### src/rtl/hazard_scoreboard.sv
// Register hazard scoreboard: per-source forwarding select, load-use and
// long-latency stall detection, and a busy-register scoreboard for writers
// that have left the forwarding window.
module hazard_scoreboard #(
  parameter int unsigned NUM_SRC    = 2,
  parameter int unsigned NUM_STAGE  = 3,
  parameter int unsigned LOAD_STAGE = 2,
  parameter int unsigned REG_NUM    = 32,
  localparam int unsigned REG_W     = $clog2(REG_NUM),
  localparam int unsigned SEL_W     = $clog2(NUM_STAGE + 1)
) (
  input  logic                       clock,
  input  logic                       reset,
  input  logic                       id_valid,
  input  logic [NUM_SRC*REG_W-1:0]   id_rs,
  input  logic [NUM_SRC-1:0]         id_rs_used,
  input  logic [REG_W-1:0]           id_rd,
  input  logic                       id_wen,
  input  logic [NUM_STAGE-1:0]       stg_valid,
  input  logic [NUM_STAGE-1:0]       stg_wen,
  input  logic [NUM_STAGE-1:0]       stg_load,
  input  logic [NUM_STAGE*REG_W-1:0] stg_rd,
  input  logic                       wb_valid,
  input  logic [REG_W-1:0]           wb_rd,
  input  logic                       flush,
  output logic [NUM_SRC*SEL_W-1:0]   src_sel,
  output logic                       stall,
  output logic                       id_ready,
  output logic [REG_NUM-1:0]         busy_vec,
  output logic [31:0]                stall_cnt
);

  logic [NUM_SRC-1:0] src_stall;
  logic               issue;
  logic [REG_NUM-1:0] busy_nxt;

  for (genvar gi = 0; gi < NUM_SRC; gi++) begin : g_src
    logic [REG_W-1:0] rs;
    logic             src_on;
    logic             hit;
    logic             ld_hazard;
    logic [SEL_W-1:0] sel;

    assign rs     = id_rs[gi*REG_W +: REG_W];
    assign src_on = id_valid & id_rs_used[gi] & (rs != '0);

    // Scan oldest to youngest so the youngest matching stage wins.
    always_comb begin
      sel       = '0;
      hit       = 1'b0;
      ld_hazard = 1'b0;
      for (int k = int'(NUM_STAGE) - 1; k >= 0; k--) begin
        if (src_on && stg_valid[k] && stg_wen[k] &&
            (stg_rd[k*REG_W +: REG_W] == rs)) begin
          sel       = SEL_W'(k + 1);
          hit       = 1'b1;
          ld_hazard = stg_load[k] && (k < int'(LOAD_STAGE));
        end
      end
    end

    assign src_sel[gi*SEL_W +: SEL_W] = sel;
    // A busy register with no in-window writer means the result is still
    // being produced outside the forwarding network.
    assign src_stall[gi] = ld_hazard | (src_on & ~hit & busy_vec[rs]);
  end

  assign stall    = |src_stall;
  assign id_ready = ~stall;
  assign issue    = id_valid & id_ready;

  // Next scoreboard state: flush wipes everything, otherwise clear then set
  // so a younger writer overrides a same-cycle writeback.
  always_comb begin
    busy_nxt = busy_vec;
    if (flush) begin
      busy_nxt = '0;
    end else begin
      if (wb_valid && (wb_rd != '0)) busy_nxt[wb_rd] = 1'b0;
      if (issue && id_wen && (id_rd != '0)) busy_nxt[id_rd] = 1'b1;
    end
    busy_nxt[0] = 1'b0;
  end

  // Scoreboard register.
  always_ff @(posedge clock) begin
    if (reset) busy_vec <= '0;
    else       busy_vec <= busy_nxt;
  end

  // Saturating stall-cycle counter; survives flush.
  always_ff @(posedge clock) begin
    if (reset) begin
      stall_cnt <= '0;
    end else if (stall && id_valid && (stall_cnt != 32'hFFFF_FFFF)) begin
      stall_cnt <= stall_cnt + 32'd1;
    end
  end

endmodule

### config.mk
export PLATFORM = sky130hd
export DESIGN_NAME = hazard_scoreboard
export DESIGN_NICKNAME = d
export VERILOG_FILES = /design/src/rtl/hazard_scoreboard.sv
export SDC_FILE = /design/constraint.sdc
export NUM_CORES = 1
export LEC_CHECK = 0
export CAP_MARGIN = 20
export CORE_MARGIN = 5
export CORE_UTILIZATION = 43
export CTS_CLUSTER_SIZE = 30
export DETAILED_ROUTE_END_ITERATION = 16
export GPL_TIMING_DRIVEN = 0
export PLACE_DENSITY = 0.74
export SLEW_MARGIN = 40
export SYNTH_ARGS = -nofsm -noshare
export SYNTH_HDL_FRONTEND = slang
export SYNTH_SLANG_ARGS = --single-unit
export TNS_END_PERCENT = 20
### constraint.sdc
create_clock -name clock -period 7 [get_ports clock]
set_clock_uncertainty 0.1 [all_clocks]
set_input_delay 1.05 -clock clock [delete_from_list [all_inputs] [get_ports clock]]
set_output_delay 1.05 -clock clock [all_outputs]
set_load 0.02 [all_outputs]
==> insert_results.sql <==
INSERT INTO impl_metrics (metric_group, metric, value, unit) VALUES
('critical_path', 'cpMaxStageDelayCell', 'clkdlybuf4s50_1', ''),
('floorplan', 'die-area', '11600', 'um2'),
('route', 'route.final.wire_length', '13.8', 'mm'),
('sta', 'maxSlewViolCount', '0', ''),
('logic_synthesis', 'mappedNetlistArea', '4110', 'um2'),
('global_route', 'first_global_vias', '4156', ''),
('logic_synthesis', 'synth_enable_flop_cells', '0', ''),
('finish', 'num-nets-final', '647', ''),
('finish', 'drive_above_1_share', '0.114', ''),
('logic_synthesis', 'synth.avg_cell_area', '8.72', 'um2'),
('logic_synthesis', 'ys_seq_area_frac', '0.307', ''),
('power', 'vdd_ir_drop_max', '114', 'uV'),
('sta', 'rsz_0062_raised_after_global_routing', 'false', ''),
('global_route', 'grt.total_usage', '0.239', ''),
('floorplan', 'die_height', '108', 'um'),
('sta', 'final_tns_setup', '0', 'ns'),
('critical_path', 'worst-endpoint-required', '5.85', 'ns'),
('placed_design', 'place_hpwl', '10.4', 'mm'),
('critical_path', 'worst_ep_arrival_time', '4.62', 'ns'),
('critical_path', 'cpPeakStageDelay', '0.59', 'ns'),
('sta', 'maxSlewHeadroom', '0.622', ''),
('route', 'routed-via-count', '4330', ''),
('floorplan', 'boundaryPins', '122', ''),
('finish', 'postLayoutCoreUtil', '0.598', ''),
('logic_synthesis', 'synth-warning-count', '0', ''),
('finish', 'antenna_cells_inserted', '0', ''),
('critical_path', 'worst_setup_path_start_kind', 'input pin', ''),
('sta', 'achievable-frequency', '173', 'MHz'),
('critical_path', 'crit_chain', 'clkdlybuf4s50_1 -> clkbuf_1 -> xnor2_1 -> nand4_1 -> nor3_1 -> o22ai_1 -> a221oi_2 -> and2_4 -> buf_6 -> buf_4 -> inv_1 -> clkdlybuf4s50_1', ''),
('power', 'leakagePower', '1.73', 'nW'),
('finish', 'layout_area_growth_over_synthesis', '34.9', '%'),
('route', 'routed_antenna_nets', '0', ''),
('clocking', 'cts-resized-gates', '0', ''),
('clocking', 'cts.reportedPaths.clkPinSlew', '0.08', 'ns'),
('placed_design', 'gp_congestion', '0.908', ''),
('global_route', 'grt_start_max_net_pins', '11', ''),
('worst_hold_path', 'hp-class', 'reg2reg', ''),
('clocking', 'ctsHtreeMaxLevel', '3', ''),
('route', 'detailedRoute.firstPassIterationCount', '5', ''),
('sta', 'hold_viol_final', '0', ''),
('logic_synthesis', 'syn_nets', '525', ''),
('floorplan', 'num_rows', '35', ''),
('clocking', 'cts.path.max_buffers', '2', ''),
('sta', 'report.final.setup_viol', '0', ''),
('power', 'power_per_cell_area', '136', 'nW/um2'),
('critical_path', 'worstSetupEndpointType', 'output pin', ''),
('critical_path', 'critical_path.max_fanout', '10', ''),
('sta', 'setup_ws', '1.23', 'ns'),
('clocking', 'cts.root.buffer_cell', 'clkbuf_8', ''),
('power', 'power', '0.000756', 'W'),
('clocking', 'cts_sinks', '63', ''),
('run', 'cap_viol_max_count', '0', ''),
('critical_path', 'worst_path_most_repeated_cell', 'clkdlybuf4s50_1', ''),
('placed_design', 'placement_stage_worst_setup_slack', '1.23', 'ns'),
('sta', 'post-route-min-period', '5.77', 'ns'),
('floorplan', 'floorplan_die_width', '108', 'um'),
('global_route', 'grt_antenna_before_repair', '0', ''),
('sta', 'finalCritPeriodShare', '0.824', ''),
('logic_synthesis', 'yosys.cell_types.count', '60', ''),
('route', 'viasPerCell', '5.96', ''),
('route', 'avgRoutedWirePerCell', '19.0', 'um'),
('clocking', 'worst_skew_pair.late_latency', '0.34', 'ns'),
('run_status', 'run_status', 'finished clean', ''),
('logic_synthesis', 'synth_flop_cell', 'dfxtp_1', ''),
('global_route', 'overflow', '0', ''),
('floorplan', 'floorplan.core_area', '9280', 'um2'),
('route', 'drc', '0', ''),
('clocking', 'tritoncts', 'yes', ''),
('route', 'first_iter_violations', '225', ''),
('clocking', 'numCtsBuffers', '9', ''),
('floorplan', 'floorplan.initialDensity', '0.443', ''),
('clocking', 'holdBufCountCts', '0', ''),
('clocking', 'post_cts.repair.setup_buffers', '0', ''),
('critical_path', 'criticalPathCategory', 'in2out', ''),
('placed_design', 'place.port_buffers', '111', ''),
('logic_synthesis', 'yosys_register_bits', '63', ''),
('logic_synthesis', 'synth_cells', '472', ''),
('logic_synthesis', 'ys_async_sr_fraction', '0', ''),
('sta', 'slew_worst_pin', '0.567', 'ns'),
('global_route', 'grt_pass1_wl', '21.9', 'mm');
==> state kept, by name, summed over array words and instances (netlist names) <==
name	cells
busy_vec	31
stall_cnt	32
==> cells in the final DEF, fill, tap and decap left out, drive strengths merged, types with 2 or more instances in the layout <==
cell	netlist	final
clkdlybuf4s50	0	111
or4	12	12
or3b	4	4
o31ai	2	2
dfxtp	63	63
xnor2	39	39
nor3	9	9
nor2	35	35
a21oi	16	16
and3	2	2
nand3	22	22
inv	7	7
o211ai	33	33
o21bai	2	2
mux4	12	12
xor2	2	2
nor2b	12	12
mux2	11	11
and2	2	2
o41ai	6	6
a221oi	2	2
clkbuf	15	26
nand4b	3	3
nand2	26	26
nand3b	14	14
nand4	13	13
nand2b	3	3
buf	17	17
nor4	5	5
mux2i	9	9
clkinv	0	3
a2111oi	2	2
or2	3	3
or3	13	13
o21ai	37	37
a211oi	9	9
a22oi	2	2
==> worst paths after layout <==
path,depth (start not counted),from,slack (ns),endpoint
max reg2reg,9,stall_cnt[17],3.66,stall_cnt[5]
max,12,id_rs[0],1.23,stall
min reg2reg,2,stall_cnt[14],0.40,stall_cnt[14]
min,2,stall_cnt[14],0.40,stall_cnt[14]
==> through the flow <==
step	area, um2	hold slack [ns]	std cells
global placement	5390	0.385	712
CTS	5550	0.403	727
floorplan	4110	0.457	472
finish	5550	0.400	727
global route	5550	0.435	727
detailed placement	5390	0.392	712
==> worst max-delay path: cells and delay by family <==
| family | cells | cell delay, ns |
|---|---|---|
| compound gates | 2 | 0.59 |
| xor+xnor | 1 | 0.18 |
| buf+inv | 6 | 2.04 |
| simple gates | 3 | 0.74 |
==> cells by family (layout without fill, tap and decap cells) <==
group	count (synthesis)	count (layout)	synth area share
other	1	1	0.000912
flip-flops	63	63	0.307
AO/OA/AOI/OAI	115	115	0.188
XOR/XNOR	41	41	0.0873
buffers and inverters	39	165	0.0465
AND/OR/NAND/NOR	180	180	0.250
adder cells (fa/ha/maj)	1	1	0.00304
multiplexers	32	32	0.118
==> metal layers <==
metal / wire length, um / track usage / part of all wire / vias to the layer above
met5: 0 / 0 / 0 / -
met4: 304 / 0.0848 / 0.022 / 0
met3: 1020 / 0.0456 / 0.074 / 29
met2: 6230 / 0.363 / 0.45 / 205
met1: 6220 / 0.335 / 0.45 / 2078
li1: - / - / - / 2018
==> synthesized netlist by cell type (all sizes together) (3+ instances only) <==
cell | n | share of area
xnor2 | 39 | 0.083
a21oi | 16 | 0.019
or3 | 13 | 0.020
nand3b | 14 | 0.026
mux2i | 9 | 0.022
nor4 | 5 | 0.0091
nor3 | 9 | 0.011
nand4 | 13 | 0.021
or4 | 12 | 0.023
o21ai | 37 | 0.045
nor2b | 12 | 0.018
clkbuf | 15 | 0.014
o41ai | 6 | 0.013
nand2b | 3 | 0.0046
nor2 | 35 | 0.032
nand3 | 22 | 0.028
or3b | 4 | 0.0085
buf | 17 | 0.026
nand4b | 3 | 0.0094
or2 | 3 | 0.0046
dfxtp | 63 | 0.31
nand2 | 26 | 0.024
a211oi | 9 | 0.016
mux4 | 12 | 0.066
o211ai | 33 | 0.065
inv | 7 | 0.0064
mux2 | 11 | 0.030
==> area by class of cell <==
| cell class | instances | area (um2) |
|---|---|---|
| clock buffer | 11 | 141 |
| sequential | 63 | 1260 |
| timing repair buffer | 111 | 1110 |
| multi-input combinational | 370 | 2660 |
| fill | 877 | 3730 |
| tap | 129 | 161 |
| inverter | 7 | 26.3 |
| clock inverter | 4 | 22.5 |
| buffer | 32 | 165 |
==> power by group <==
part / total, W / switching (W) / leakage [nW] / internal [W]
logic: 0.000118 / 0.0000624 / 1.14 / 0.0000555
registers: 0.000360 / 0.00000131 / 0.507 / 0.000359
clock network: 0.000277 / 0.000143 / 0.0850 / 0.000134
Power figures use the tool's default switching activity.
